**config.mk**
```make
export PLATFORM = sky130hd
export DESIGN_NAME = coeff_pointwise_mul
export DESIGN_NICKNAME = d
export VERILOG_FILES = /design/src/rtl/coeff_pointwise_mul.sv
export SDC_FILE = /design/constraint.sdc
export NUM_CORES = 1
export LEC_CHECK = 0
export CORE_AREA = 2 2 130 132
export CTS_BUF_LIST = sky130_fd_sc_hd__clkbuf_4 sky130_fd_sc_hd__clkbuf_8
export CTS_CLUSTER_DIAMETER = 30
export DETAILED_ROUTE_END_ITERATION = 16
export DIE_AREA = 0 0 132 134
export PLACE_DENSITY_LB_ADDON = 0.1
export REMOVE_ABC_BUFFERS = 1
export SYNTH_ARGS = -nofsm -noshare
export SYNTH_HDL_FRONTEND = slang
export SYNTH_SLANG_ARGS = --single-unit
```
**constraint.sdc**
```tcl
create_clock -name clk -period 4.6 [get_ports clk]
set_clock_uncertainty 0.05 [all_clocks]
set_input_delay 1.38 -clock clk [delete_from_list [all_inputs] [get_ports clk]]
set_output_delay 1.38 -clock clk [all_outputs]
set_load 0.02 [all_outputs]
```
**src/rtl/coeff_pointwise_mul.sv**
```systemverilog
// Two-stage streaming multiplier for ML-KEM coefficient pairs; raw product out, no reduction.
// Optional sticky operand range flag enabled by defining COEFF_RANGE_CHECK_EN.
module coeff_pointwise_mul #(
    parameter int COEFF_W = 12,
    parameter int OUT_W   = 32,
    parameter int N_COEFF = 256,
    parameter int Q       = 3329
) (
    input  logic               clk,
    input  logic               rst,
    input  logic               in_valid,
    output logic               in_ready,
    input  logic [COEFF_W-1:0] in_a,
    input  logic [COEFF_W-1:0] in_b,
    output logic               out_valid,
    input  logic               out_ready,
    output logic [OUT_W-1:0]   out_data,
    output logic               out_last,
    output logic               done,
`ifdef COEFF_RANGE_CHECK_EN
    output logic               range_err,
`endif
    output logic [7:0]         coeff_idx
);

    localparam logic [7:0] LAST_IDX = 8'(N_COEFF - 1);
    localparam int         PROD_W   = 2 * COEFF_W;

    if (OUT_W < PROD_W || N_COEFF < 1 || N_COEFF > 256 || Q >= (1 << COEFF_W)) begin : g_bad_params
        $error("coeff_pointwise_mul: invalid parameter combination");
    end

    // Handshake: a beat moves on a side when valid && ready are both high at the
    // rising edge; in_ready is the pipeline advance and never looks at in_valid.
    logic               adv;
    logic               in_xfer;
    logic               in_last;
    logic [PROD_W-1:0]  prod;

    logic               s1_valid_q, s1_valid_d;
    logic [COEFF_W-1:0] s1_a_q, s1_a_d;
    logic [COEFF_W-1:0] s1_b_q, s1_b_d;
    logic               s1_last_q, s1_last_d;

    logic               out_valid_q, out_valid_d;
    logic [OUT_W-1:0]   out_data_q, out_data_d;
    logic               out_last_q, out_last_d;
    logic               done_q, done_d;
    logic [7:0]         coeff_idx_q, coeff_idx_d;

    assign prod = PROD_W'(s1_a_q) * PROD_W'(s1_b_q);

    always_comb begin
        adv     = !out_valid_q || out_ready;
        in_xfer = in_valid && adv;
        in_last = (coeff_idx_q == LAST_IDX);

        coeff_idx_d = coeff_idx_q;
        s1_valid_d  = s1_valid_q;
        s1_a_d      = s1_a_q;
        s1_b_d      = s1_b_q;
        s1_last_d   = s1_last_q;
        out_valid_d = out_valid_q;
        out_data_d  = out_data_q;
        out_last_d  = out_last_q;

        if (in_xfer) begin
            coeff_idx_d = in_last ? 8'd0 : coeff_idx_q + 8'd1;
        end

        // Both stages shift together; a cycle without an input transfer shifts in a bubble.
        if (adv) begin
            s1_valid_d  = in_valid;
            s1_last_d   = in_valid && in_last;
            if (in_valid) begin
                s1_a_d = in_a;
                s1_b_d = in_b;
            end
            out_valid_d = s1_valid_q;
            out_last_d  = s1_valid_q && s1_last_q;
            if (s1_valid_q) begin
                out_data_d = OUT_W'(prod);
            end
        end

        done_d = out_valid_q && out_ready && out_last_q;
    end

    always_ff @(posedge clk or posedge rst) begin
        if (rst) begin
            s1_valid_q  <= 1'b0;
            s1_a_q      <= '0;
            s1_b_q      <= '0;
            s1_last_q   <= 1'b0;
            out_valid_q <= 1'b0;
            out_data_q  <= '0;
            out_last_q  <= 1'b0;
            done_q      <= 1'b0;
            coeff_idx_q <= 8'd0;
        end else begin
            s1_valid_q  <= s1_valid_d;
            s1_a_q      <= s1_a_d;
            s1_b_q      <= s1_b_d;
            s1_last_q   <= s1_last_d;
            out_valid_q <= out_valid_d;
            out_data_q  <= out_data_d;
            out_last_q  <= out_last_d;
            done_q      <= done_d;
            coeff_idx_q <= coeff_idx_d;
        end
    end

`ifdef COEFF_RANGE_CHECK_EN
    localparam logic [COEFF_W-1:0] Q_C = COEFF_W'(Q);

    logic range_err_q, range_err_d;

    // Sticky: only reset clears it; the offending product still flows through.
    assign range_err_d = range_err_q || (in_xfer && (in_a >= Q_C || in_b >= Q_C));

    always_ff @(posedge clk or posedge rst) begin
        if (rst) begin
            range_err_q <= 1'b0;
        end else begin
            range_err_q <= range_err_d;
        end
    end

    assign range_err = range_err_q;
`endif

    assign in_ready  = adv;
    assign out_valid = out_valid_q;
    assign out_data  = out_data_q;
    assign out_last  = out_last_q;
    assign done      = done_q;
    assign coeff_idx = coeff_idx_q;

endmodule

```
### Word-level counts from Yosys, hierarchy flattened

Cells that the tools add are included.

* $add $sub $neg: 1
* reduce and logical (&&, ||, !) cells: 9
* eq/ne operators: 1
* multipliers: 1
* multiplexer cells: 1

Operators with widths (count)
* multiplier 12 x 12 -> 24 bit: 1
* adder 8 x 1 -> 8 bit (second input constant): 1
* equality test 8 bit (second input constant): 1
* 2-to-1 mux 8 bit: 1
* logical AND 1 bit: 5
* AND reduction 2 bit: 2
* zero test 1 bit: 1
* logical OR 1 bit: 1

* word-level logic and storage cells: 22
* register bits: 61

### Longest topological paths before layout

* depth in word-level cells: 3
* mapped depth: 20
* depth with buffers taken out: 18

### Least setup slack after synthesis

No wires, ideal clock.

* path type: register -> register
* start: register s1_a_q[5]
* end: register out_data_q[18], in the netlist out_data[18]
* required time: 4.481 ns
* setup slack: -0.172 ns
* cell stages (with the launch flop): 18
* data arrival time: 4.653 ns
* buffers on the path: 1
* clock period less this slack: 4.772 ns
* library setup time: 0.069 ns
* cell sequence: dfrtp_1 clkbuf_1 and2_1 fa_1 inv_1 fa_1 inv_1 fa_1 fa_1 inv_1 fa_1 inv_1 ha_1 and3_1 o311a_4 o21bai_4 or4_1 nand3_1

* word-level cells in the longest chain between the ends: 1

RTL lines
* start: declaration: RTL line 41 `logic [COEFF_W-1:0] s1_a_q, s1_a_d;`
* start signal: assignment: RTL line 92 `s1_a_q <= '0;`
* start signal: assignment: RTL line 102 `s1_a_q <= s1_a_d;`
* multiplier 12 x 12 -> 24 bit: RTL line 51 `assign prod = PROD_W'(s1_a_q) * PROD_W'(s1_b_q);`
* end signal: assignment: RTL line 106 `out_data_q <= out_data_d;`
* end: declaration: RTL line 46 `logic [OUT_W-1:0] out_data_q, out_data_d;`

Every way passes these cells.
A chain may end at the register's enable or synchronous reset.

### Worst setup path in the final report

* start: register s1_a_q[4]
* end: register out_data_q[18], in the netlist out_data[18]

The elaborated chain is that of the path after synthesis.

==> impl_metrics.csv <==
group,metric,value,unit
routing,drtIter0Drc,272,
global_routing,grt_usage,22.0,%
global_routing,overflow,0,
min_path,worstHoldEndpoint,"out_data[3]",
layout,fillerInstances,1462,
yosys,seq_area_frac_synth,21.2,%
clock_network,cts_tree,"done",
placed_design,dpl.hpwl,14300,µm
yosys,syn-cell-area,7210,µm²
timing,slew_headroom,61.0,%
placed_design,place.gp.congestion,0.895,
routing,antenna_left,0,
clock_network,clock_latency,0.38,ns
min_path,hold_path.class,"reg2reg",
setup_path,reg2reg_slack,-0.33,ns
routing,wl,18500,µm
global_routing,grt_max_degree,35,
die,core-area,16300,µm²
clock_network,clock_sinks,61,
timing,whs,0.438,ns
outcome,status,"finished, violations left",
timing,fin_ws,-0.328,ns
routing,routed_via_density,4.97,
yosys,synthFlopType,"dfrtp_1",
routing,vias,5740,
setup_path,r2r_end,"out_data[18]",
global_routing,grt_pass1_wl,30700,µm
layout,drive_gt1_share,26.3,%
yosys,synth_cells,777,
global_routing,first_global_vias,6289,
timing,fin_crit_sh,107,%
timing,drv_slew,0,
layout,nNetsFinal,1121,
routing,drt-pass1-iter-count,6,
setup_path,cp_max_fo,7,
timing,setup_viol,12,
timing,rsz0062_at_grt,"true",
routing,drcViolationCount,0,
clock_network,htreeDepth,3,
yosys,syn_area_per_cell,9.28,µm²
clock_network,cts_made_buffers,9,
die,io-pin-count,72,
outcome,violations,"negative setup slack",
clock_network,cts_hold_buf,0,
timing,hold_viol,0,
setup_path,startpoint,"s1_a_q[4]",
clock_network,clkSlewWorstSetupHoldPaths,0.10,ns
min_path,min-delay-start,"out_data[3]",
die,dieArea,17700,µm²
timing,fin_crit,4.93,ns
clock_network,root_buffer,"clkbuf_8",
routing,routedWlPerCell,16.0,µm
die,die_w,132,µm
setup_path,reg2reg_depth,17,
yosys,synth_edf_count,0,
setup_path,path_cells,"and2_4 > fa_1 > inv_2 > fa_1 > inv_1 > fa_2 > fa_1 > inv_1 > fa_1 > inv_2 > ha_4 > buf_4 > and3_4 > o311a_4 > o21bai_4 > or4_1 > nand3_1",
placed_design,io_buffers,63,
setup_path,r2r-start,"s1_a_q[4]",
timing,fmax,203,MHz
die,die_y,134,µm
min_path,hold_depth,2,
yosys,yosys_warnings,0,
setup_path,cp_slowest_stage_delay,0.53,ns
layout,area_growth,31.1,%
timing,setup_tns,-2.58,ns
run,drv_cap,0,
layout,n_antenna_cell,0,
layout,final_cell_mix,"133 x nand2_1, 128 x inv_1, 102 x buf_4, 93 x fa_1, 63 x clkdlybuf4s50_1",
clock_network,cts_buffer_depth,2,
global_routing,antenna_found_initial,0,
timing,worst_pin_slew,0.584,ns
setup_path,start_kind,"flip-flop",
setup_path,crit_slowest_cell,"fa_1",
yosys,synth_cell_types,49,
setup_path,crit_arrival,5.18,ns
layout,final_common_cell,"nand2_1",
die,num_rows,47,
setup_path,crit_required,4.85,ns
setup_path,endpoint_kind,"flip-flop",
yosys,ys_ff_latch,61,
setup_path,path_class,"reg2reg",
die,start_util,44.3,%
setup_path,cp_common_cell,"fa_1",
yosys,async_flop_share,100,%
[worst max-delay path: cells and delay by family, from the launching register on]
family	cells	cell delay (ns)
AO/OA/AOI/OAI	2	0.34
adder cells (fa/ha/maj)	6	2.76
AND/OR/NAND/NOR	4	0.91
flip-flops	1	0.50
buffers and inverters	5	0.30
[Yosys cell counts (5+ instances only)]
master	number	area [µm²]
o21ai_0	20	100
dfrtp_1	61	1530
ha_1	63	788
nand2_1	137	514
nor2_1	12	45.0
nand3_1	11	55.1
and3_1	7	43.8
xor2_1	12	105
clkbuf_1	28	105
and2_1	60	375
nand4_1	8	50.1
nor3_1	5	25.0
nand2b_1	5	31.3
inv_1	134	503
buf_4	10	75.1
a21oi_1	22	110
fa_1	100	2000
mux2_2	25	282
xnor2_1	8	70.1
[state kept, by name, summed over array words and instances (netlist names)]
register / flops
out_data: 24
s1_a_q: 12
s1_b_q: 12
coeff_idx: 8
done: 1
out_last: 1
out_valid: 1
s1_last_q: 1
s1_valid_q: 1
[through the flow]
stage                     cell area, µm²  util (%)  std cells  setup WS (ns)
after CTS                           9220      56.6       1144         -0.248
after detailed placement            8580      52.6       1109         -0.525
after floorplan                     7020         -        739        -0.0881
after global placement              8580      52.6       1109         -0.519
final                               9460      58.1       1155         -0.328
after global routing                9460      58.1       1155         -0.462
[area by class of cell]
| class | count | area [µm²] | share of cell area, % |
|---|---|---|---|
| tap | 220 | 275 | 2.91 |
| sequential | 61 | 1550 | 16.4 |
| timing repair buffer | 180 | 1580 | 16.7 |
| clock inverter | 7 | 73.8 | 0.781 |
| clock buffer | 9 | 124 | 1.31 |
| multi-input combinational | 544 | 5350 | 56.6 |
| inverter | 134 | 503 | 5.32 |
[cell families after synthesis]
kind of cell	count (synthesis)	share of synthesized area, %
compound gates	75	7.03
simple gates	252	16.5
buf+inv	179	10.1
fa+ha+maj	163	38.7
mux	26	4.04
other cells	1	0.0520
flops	61	21.2
xor+xnor	20	2.43
[timing repair]
action                     4_1_cts  5_1_grt
pin swaps                       26       21
resized for setup               73       38
buffers inserted                19       11
hold endpoints to repair         0        0
setup endpoints to repair       15       15
[worst max-delay path by stage]
stage / end / slack [ns] / cells past startpoint
after global routing: out_data[19] / -0.46 / 18
after detailed placement: out_data[19] / -0.53 / 17
after global placement: out_data[19] / -0.52 / 17
after floorplan: out_data[18] / -0.09 / 16
final: out_data[18] / -0.33 / 17
after CTS: out_data[19] / -0.25 / 17
[metal layers]
layer	vias up	global-route usage [%]	share of wire, %
met3	31	3.70	3.0
met2	105	39.4	51
li1	2705	-	-
met4	0	8.39	3.1
met5	-	0	0
met1	2899	26.8	42
Power is left out: the tool's default activity adds up to more than one toggle a clock period on the data nets, which glitch-free logic cannot reach.
